$ cat src/rtl/ldpc_sched_pkg.sv
// ---------------------------------------------------------------------------
// ldpc_sched_pkg
// Shared types and constants for the LDPC job scheduler:
//   sched_state_t : scheduler FSM states (IDLE, ARB, START, RUN, ABORT, RESP)
//   status_t      : per-job response codes returned to the requester
//   MODE_ENC/DEC  : job mode encoding on req_mode_i / core_mode_o
//   ITER_W        : width of the decoder iteration-budget field
// ---------------------------------------------------------------------------
package ldpc_sched_pkg;

    localparam int ITER_W = 5;

    typedef enum logic [2:0] {
        IDLE  = 3'd0,
        ARB   = 3'd1,
        START = 3'd2,
        RUN   = 3'd3,
        ABORT = 3'd4,
        RESP  = 3'd5
    } sched_state_t;

    typedef enum logic [1:0] {
        ST_OK      = 2'b00,
        ST_NOCONV  = 2'b01,
        ST_TIMEOUT = 2'b10
    } status_t;

    localparam logic MODE_ENC = 1'b0;
    localparam logic MODE_DEC = 1'b1;

endpackage

$ cat src/rtl/ldpc_rr_arb.sv
// ---------------------------------------------------------------------------
// ldpc_rr_arb
// Two-requester round-robin arbiter. The grant is combinational from the
// request vector; the last-grant pointer is registered and only moves when
// the scheduler actually accepts a grant.
//   clk    : clock
//   rst_n  : asynchronous active-low reset (pointer favours requester 0)
//   req    : request vector, bit i = requester i
//   accept : scheduler takes the current grant this cycle
//   grant  : one-hot grant, 2'b00 when nobody requests
// ---------------------------------------------------------------------------
module ldpc_rr_arb (
    input  logic       clk,
    input  logic       rst_n,
    input  logic [1:0] req,
    input  logic       accept,
    output logic [1:0] grant
);

    // 1 means requester 1 won the most recent accepted grant.
    logic last_grant;

    always_comb begin
        grant = 2'b00;
        case (req)
            2'b01:   grant = 2'b01;
            2'b10:   grant = 2'b10;
            2'b11:   grant = last_grant ? 2'b01 : 2'b10;
            default: grant = 2'b00;
        endcase
    end

    // Resetting to 1 makes requester 0 win the first contended grant.
    always_ff @(posedge clk or negedge rst_n) begin
        if (!rst_n) begin
            last_grant <= 1'b1;
        end else if (accept && (grant != 2'b00)) begin
            last_grant <= grant[1];
        end
    end

endmodule

$ cat src/rtl/ldpc_job_sched.sv
// ---------------------------------------------------------------------------
// ldpc_job_sched
// Job scheduler for the shared LDPC codec core. Two requesters (0: Wishbone
// front-end, 1: logic-analyzer path) are arbitrated round-robin; the winning
// job is started on the core, guarded by a RUN-state watchdog, and its status
// is returned to the owning requester together with a completion interrupt.
//
// Optional feature macro: LDPC_SCHED_STATS_EN
//   defined   -> jobs_done_o / timeouts_o are live statistics counters
//   undefined -> both ports tied to 0, no counter flops
//
// Ports:
//   wb_clk_i, wb_rst_n          clock, asynchronous active-low reset
//   req_valid_i/mode_i/iter_i   per-requester job request
//   req_ready_o                 one-cycle accept pulse to granted requester
//   core_start_o/abort_o        one-cycle controls to the codec core
//   core_mode_o/max_iter_o      job parameters held for the whole job
//   core_done_i/converged_i     codec completion and syndrome status
//   rsp_valid_o/status_o        response to owner, held until rsp_ack_i
//   busy_o, irq_o               activity flag, completion pulse
//   jobs_done_o, timeouts_o     statistics counters
// All outputs are registered.
// ---------------------------------------------------------------------------
module ldpc_job_sched
    import ldpc_sched_pkg::*;
#(
    parameter int ITER_MAX       = 16,
    parameter int TIMEOUT_CYCLES = 1024
) (
    input  logic              wb_clk_i,
    input  logic              wb_rst_n,
    input  logic [1:0]        req_valid_i,
    input  logic [1:0]        req_mode_i,
    input  logic [9:0]        req_iter_i,
    output logic [1:0]        req_ready_o,
    output logic              core_start_o,
    output logic              core_mode_o,
    output logic [ITER_W-1:0] core_max_iter_o,
    input  logic              core_done_i,
    input  logic              core_converged_i,
    output logic              core_abort_o,
    output logic [1:0]        rsp_valid_o,
    output logic [1:0]        rsp_status_o,
    input  logic [1:0]        rsp_ack_i,
    output logic              busy_o,
    output logic              irq_o,
    output logic [15:0]       jobs_done_o,
    output logic [7:0]        timeouts_o
);

    localparam int WD_W = (TIMEOUT_CYCLES > 2) ? $clog2(TIMEOUT_CYCLES) : 1;

    sched_state_t      state;
    sched_state_t      next_state;

    logic [1:0]        grant;
    logic              arb_accept;
    logic              owner;
    logic              mode_sel;
    logic [ITER_W-1:0] iter_sel;
    logic [WD_W-1:0]   wd_cnt;
    logic              timeout_hit;

    logic [1:0]        req_ready_d;
    logic              core_start_d;
    logic              core_abort_d;
    logic              core_mode_d;
    logic [ITER_W-1:0] core_max_iter_d;
    logic [1:0]        rsp_valid_d;
    logic [1:0]        rsp_status_d;
    logic              busy_d;
    logic              irq_d;
    logic              owner_d;

    // Clamp the requested iteration budget into 1..ITER_MAX.
    function automatic logic [ITER_W-1:0] clamp_iter(input logic [ITER_W-1:0] v);
        if (v == '0) begin
            return ITER_W'(1);
        end else if (v > ITER_W'(ITER_MAX)) begin
            return ITER_W'(ITER_MAX);
        end else begin
            return v;
        end
    endfunction

    // Arbitration happens on the IDLE->ARB edge so that req_ready_o can be a
    // registered pulse that is visible during the ARB cycle itself.
    assign arb_accept = (state == IDLE) && (req_valid_i != 2'b00);

    ldpc_rr_arb u_arb (
        .clk    (wb_clk_i),
        .rst_n  (wb_rst_n),
        .req    (req_valid_i),
        .accept (arb_accept),
        .grant  (grant)
    );

    assign mode_sel = grant[1] ? req_mode_i[1]   : req_mode_i[0];
    assign iter_sel = grant[1] ? req_iter_i[9:5] : req_iter_i[4:0];

    // Watchdog is cleared in START and holds (RUN cycles elapsed - 1) during
    // RUN. Leaving RUN when it reads TIMEOUT_CYCLES-2 (its next value would
    // reach TIMEOUT_CYCLES-1) puts the ABORT cycle exactly TIMEOUT_CYCLES
    // cycles after the START cycle.
    assign timeout_hit = (state == RUN) && (wd_cnt == WD_W'(TIMEOUT_CYCLES - 2));

    always_ff @(posedge wb_clk_i or negedge wb_rst_n) begin
        if (!wb_rst_n) begin
            wd_cnt <= '0;
        end else if (state == START) begin
            wd_cnt <= '0;
        end else if (state == RUN) begin
            wd_cnt <= wd_cnt + WD_W'(1);
        end
    end

    // State register
    always_ff @(posedge wb_clk_i or negedge wb_rst_n) begin
        if (!wb_rst_n) begin
            state <= IDLE;
        end else begin
            state <= next_state;
        end
    end

    // Next-state logic
    always_comb begin
        next_state = state;
        case (state)
            IDLE:  if (req_valid_i != 2'b00) next_state = ARB;
            ARB:   next_state = START;
            START: next_state = RUN;
            // done takes priority over a coincident watchdog expiry
            RUN: begin
                if (core_done_i) begin
                    next_state = RESP;
                end else if (timeout_hit) begin
                    next_state = ABORT;
                end
            end
            ABORT: next_state = RESP;
            RESP:  if (rsp_ack_i[owner]) next_state = IDLE;
            default: next_state = IDLE;
        endcase
    end

    // Output logic: next values of the registered outputs, decoded from the
    // upcoming state so every output lines up with the state it belongs to.
    always_comb begin
        req_ready_d     = 2'b00;
        owner_d         = owner;
        core_mode_d     = core_mode_o;
        core_max_iter_d = core_max_iter_o;
        rsp_valid_d     = 2'b00;
        rsp_status_d    = ST_OK;
        irq_d           = 1'b0;
        core_start_d    = (next_state == START);
        core_abort_d    = (next_state == ABORT);
        busy_d          = (next_state != IDLE);

        if (arb_accept) begin
            req_ready_d     = grant;
            owner_d         = grant[1];
            core_mode_d     = mode_sel;
            core_max_iter_d = clamp_iter(iter_sel);
        end

        if (next_state == RESP) begin
            rsp_valid_d = owner ? 2'b10 : 2'b01;
            irq_d       = (state != RESP);
            case (state)
                RUN:     rsp_status_d = (core_mode_o == MODE_DEC && !core_converged_i)
                                        ? ST_NOCONV : ST_OK;
                ABORT:   rsp_status_d = ST_TIMEOUT;
                default: rsp_status_d = rsp_status_o;
            endcase
        end
    end

    always_ff @(posedge wb_clk_i or negedge wb_rst_n) begin
        if (!wb_rst_n) begin
            req_ready_o     <= 2'b00;
            owner           <= 1'b0;
            core_start_o    <= 1'b0;
            core_abort_o    <= 1'b0;
            core_mode_o     <= MODE_ENC;
            core_max_iter_o <= '0;
            rsp_valid_o     <= 2'b00;
            rsp_status_o    <= ST_OK;
            busy_o          <= 1'b0;
            irq_o           <= 1'b0;
        end else begin
            req_ready_o     <= req_ready_d;
            owner           <= owner_d;
            core_start_o    <= core_start_d;
            core_abort_o    <= core_abort_d;
            core_mode_o     <= core_mode_d;
            core_max_iter_o <= core_max_iter_d;
            rsp_valid_o     <= rsp_valid_d;
            rsp_status_o    <= rsp_status_d;
            busy_o          <= busy_d;
            irq_o           <= irq_d;
        end
    end

`ifdef LDPC_SCHED_STATS_EN
    logic [15:0] jobs_cnt;
    logic [7:0]  timeouts_cnt;

    // jobs_cnt wraps naturally; timeouts_cnt sticks at its maximum.
    always_ff @(posedge wb_clk_i or negedge wb_rst_n) begin
        if (!wb_rst_n) begin
            jobs_cnt     <= '0;
            timeouts_cnt <= '0;
        end else begin
            if (state == RESP && next_state == IDLE) begin
                jobs_cnt <= jobs_cnt + 16'd1;
            end
            if (next_state == ABORT && state != ABORT && timeouts_cnt != 8'hFF) begin
                timeouts_cnt <= timeouts_cnt + 8'd1;
            end
        end
    end

    assign jobs_done_o = jobs_cnt;
    assign timeouts_o  = timeouts_cnt;
`else
    assign jobs_done_o = 16'd0;
    assign timeouts_o  = 8'd0;
`endif

endmodule

$ cat config.mk
export PLATFORM = sky130hd
export DESIGN_NAME = ldpc_job_sched
export DESIGN_NICKNAME = d
export VERILOG_FILES = /design/src/rtl/ldpc_sched_pkg.sv /design/src/rtl/ldpc_rr_arb.sv /design/src/rtl/ldpc_job_sched.sv
export SDC_FILE = /design/constraint.sdc
export NUM_CORES = 1
export LEC_CHECK = 0
export ABC_AREA = 1
export BUFFER_PORTS_ARGS = -buffer_cell sky130_fd_sc_hd__buf_2
export CAP_MARGIN = 20
export CORE_ASPECT_RATIO = 1.5
export CORE_MARGIN = 3
export CORE_UTILIZATION = 40
export CTS_CLUSTER_SIZE = 40
export DETAILED_ROUTE_END_ITERATION = 8
export GPL_TIMING_DRIVEN = 0
export PLACE_DENSITY = 0.7
export SLEW_MARGIN = 5
export SYNTH_ARGS = -nofsm -noshare
export SYNTH_HDL_FRONTEND = slang
export SYNTH_HIERARCHICAL = 1
export SYNTH_SLANG_ARGS = --single-unit
$ cat constraint.sdc
create_clock -name wb_clk_i -period 1.8 [get_ports wb_clk_i]
set_clock_uncertainty 0.2 [all_clocks]
set_input_delay 0.09 -clock wb_clk_i [delete_from_list [all_inputs] [get_ports wb_clk_i]]
set_output_delay 0.09 -clock wb_clk_i [all_outputs]
set_load 0.1 [all_outputs]
==> parameters.txt <==
Parameter                              Value

Flow run
  Number of maximum-capacitance violations    0

Critical path
  Largest delay contributor family on the critical path    simple AND/OR/NAND/NOR gates
  Cell seen most often among critical-path stages    sky130_fd_sc_hd__nand2_1
  Worst EP required    1.82 ns
  Kind of end point of the critical path    register
  Critical Setup Path Class    reg -> reg
  Cell with the largest stage delay on the worst path    sky130_fd_sc_hd__dfstp_2
  CP Buf/Inv Count    0
  Delay of the slowest critical-path stage    0.53 ns
  Worst-path fanout max    9
  Worst Setup Start Kind    register
  Data arrival at the endpoint of the critical path    1.70 ns
  Series of cell instances along the critical path    nand2_1, and2_4, or2_0, o21ai_1, nand2_1, o21ai_1, nand2_1, nand2_1

Pwr
  Static Leakage    1.39 nW
  Power per cell area    1710 mW/mm^2
  Sum of internal, switching and leakage power    0.00408 W
  Maximum VDD drop    0.968 mV

Timing
  Normalized max-slew margin    0.536
  RSZ-0062 raised after global routing    no
  Maximum clock frequency    596 MHz
  Fin. Hold Viols    0
  Period utilization    0.933
  TNS Setup    0 ns
  Count of final max-slew check failures    0
  Transition at the pin with the smallest max-transition slack    0.695 ns
  Final Setup Violations    0
  Time the final worst path needs with I/O delays and setup    1.68 ns

Clocking
  Clock buffers created by TritonCTS    5
  Clock Sink Count    31
  Clock-pin slew on the worst setup and hold paths    0.06 ns
  Number of buffers on the longest clock path    2
  H-tree Lvls    2
  Post-CTS setup buffer count    0
  TritonCTS clock tree    yes
  Clk_lat worst skew    0.28 ns
  Cell at the root of the clock tree    sky130_fd_sc_hd__clkbuf_8

Route
  First-pass iteration count of the detailed router    4
  Post-DRT Antenna Nets    0
  Remaining routing DRC violations    0
  Via count    1565
  Average wire per standard cell    11.2 um
  DRC marker count from the first detailed-route iteration    26
  Avg Vias per Cell    4.50
  Total detailed-routing wirelength    3900 um

Final layout
  Growth of design area from synthesis to finish    31.1%
  Post-route design area    0.00238 mm^2
  Proportion of layout cells with a drive suffix above 1    0.325
  Diodes inserted    0
  Final Core Density    0.551
  Net count of the finished layout    323
  Filler Cell Count    393
  Final std cells w/o fill    348

Synthesis
  Count of unique library cells instantiated by Yosys    35
  Seq/Total Area, Yosys    0.428
  Mean post-synth cell area    8.18 um^2
  Register bit total from synthesis    31
  Count of yosys warnings during synthesis    6
  Cell count after synthesis    222
  Post-synthesis instance area    0.00182 mm^2

Die
  Effective utilization at floorplan    0.421
  Die Y-Extent    88.5 um
  Standard-cell row count    29
  Core area    0.00432 mm^2
  Total Die Area    0.00540 mm^2
  Total I/O pin count    60
  Die X-Extent    61.0 um

Global route
  Maximum number of pins on one net before global-route repair    32
  GR Overflow Total    0
  Number of global-route vias before repair    1609
  Initial antenna violation count    0
  Global-route wire length before repair    6920 um
  All-Layer GR Usage    0.171

Run status
  Run status    completed

Min path
  HP Class    in -> reg

Placed design
  Dpl cell area    0.00214 mm^2
  Placed Cells incl. Taps    326
  DP Wirelength    2910 um
  Final weighted congestion of routability-driven global placement    0.762
  Count of buffers inserted at the top-level ports    35
-- synthesized netlist by cell type, drive strengths merged --
cell,count,area (um^2)
a21oi,6,33.8
a22o,1,8.76
and2,1,8.76
buf,27,204
clkinv,1,3.75
conb,1,3.75
dfrtp,30,751
dfstp,1,26.3
ha,2,25.0
inv,33,124
mux2i,1,10.0
nand2,53,234
nand3,8,45.0
nand4,6,37.5
nor2,28,156
nor3,2,21.3
o2111ai,1,8.76
o21a,1,7.51
o21ai,15,75.1
o21bai,2,18.8
o31ai,1,7.51
or2,1,6.26
-- report_power, final --
part / internal, W / switching (W)
Sequential: 0.000930 / 0.000162
Clock: 0.000349 / 0.000247
Combinational: 0.000501 / 0.00189
-- registers in the layout, indices dropped and copies added (netlist names) --
name              flops
owner                 1
core_abort_o          1
u_arb/last_grant      1
core_start_o          1
rsp_valid_o           2
busy_o                1
state                 3
core_mode_o           1
wd_cnt               10
core_max_iter_o       5
req_ready_o           2
irq_o                 1
rsp_status_o          2
-- area by class of cell --
class | instances | area (um^2) | area share
Multi-Input combinational cell | 153 | 795 | 0.334
Sequential cell | 31 | 777 | 0.326
Buffer | 26 | 199 | 0.0836
Timing Repair Buffer | 50 | 325 | 0.137
Inverter | 34 | 128 | 0.0536
Tap cell | 46 | 57.6 | 0.0242
Clock buffer | 8 | 100 | 0.0420
-- worst register-to-register path, delay by kind of cell, from the launching register on --
| family | cells | cell delay, ns |
|---|---|---|
| flip-flops | 1 | 0.53 |
| AO/OA/AOI/OAI | 2 | 0.22 |
| AND/OR/NAND/NOR | 6 | 0.69 |
-- through the flow --
stage / hold WS (ns) / setup slack, ns
5_1_grt: 0.0526 / 0.00275
6_report: 0.0142 / 0.121
4_1_cts: 0.00637 / 0.127
2_1_floorplan: -0.406 / 0.133
3_5_place_dp: -0.0201 / 0.00502
3_3_place_gp: -0.0231 / 0.0345
-- what timing repair did --
item	4_1_cts	5_1_grt
hold buffers	15	0
setup endpoints to repair	1	2
resized for setup	0	1
hold endpoints to repair	39	0
-- layout by cell type (no fill, tap or decap), types with 6 or more instances in the layout --
master / n
sky130_fd_sc_hd__nand2_2: 8
sky130_fd_sc_hd__nor2_1: 19
sky130_fd_sc_hd__conb_1: 24
sky130_fd_sc_hd__dlygate4sd3_1: 15
sky130_fd_sc_hd__buf_2: 35
sky130_fd_sc_hd__nand3_1: 7
sky130_fd_sc_hd__clkbuf_8: 7
sky130_fd_sc_hd__dfrtp_1: 30
sky130_fd_sc_hd__inv_1: 28
sky130_fd_sc_hd__nand4_1: 6
sky130_fd_sc_hd__o21ai_0: 10
sky130_fd_sc_hd__buf_4: 25
sky130_fd_sc_hd__nand2_1: 43
-- layer usage --
metal	GRT usage	part of all wire	up-vias
met2	0.328	0.57	40
met1	0.169	0.35	720
met5	0	0	-
li1	-	-	796
met3	0.0438	0.049	9
met4	0.0592	0.026	0
-- cells by family after synthesis --
group,Yosys count,synth area share
compound gates,27,0.0882
buf+inv,61,0.182
other cells,1,0.00206
simple gates,99,0.280
fa+ha+maj,2,0.0138
flops,31,0.428
mux,1,0.00551
-- worst paths after layout --
check	from	end	slack, ns	cells after the start
setup / recovery	u_arb/last_grant	core_max_iter_o[0]	0.12	8
hold / removal	req_iter_i[4]	core_max_iter_o[0]	0.01	6
setup reg to reg	u_arb/last_grant	core_max_iter_o[0]	0.12	8
hold reg to reg	u_arb/last_grant	u_arb/last_grant	0.26	2
max in group asynchronous	wb_rst_n	core_max_iter_o[0]	0.76	2
min in group asynchronous	wb_rst_n	wd_cnt[3]	0.20	2
No activity file was read; power rests on OpenSTA's default activity.
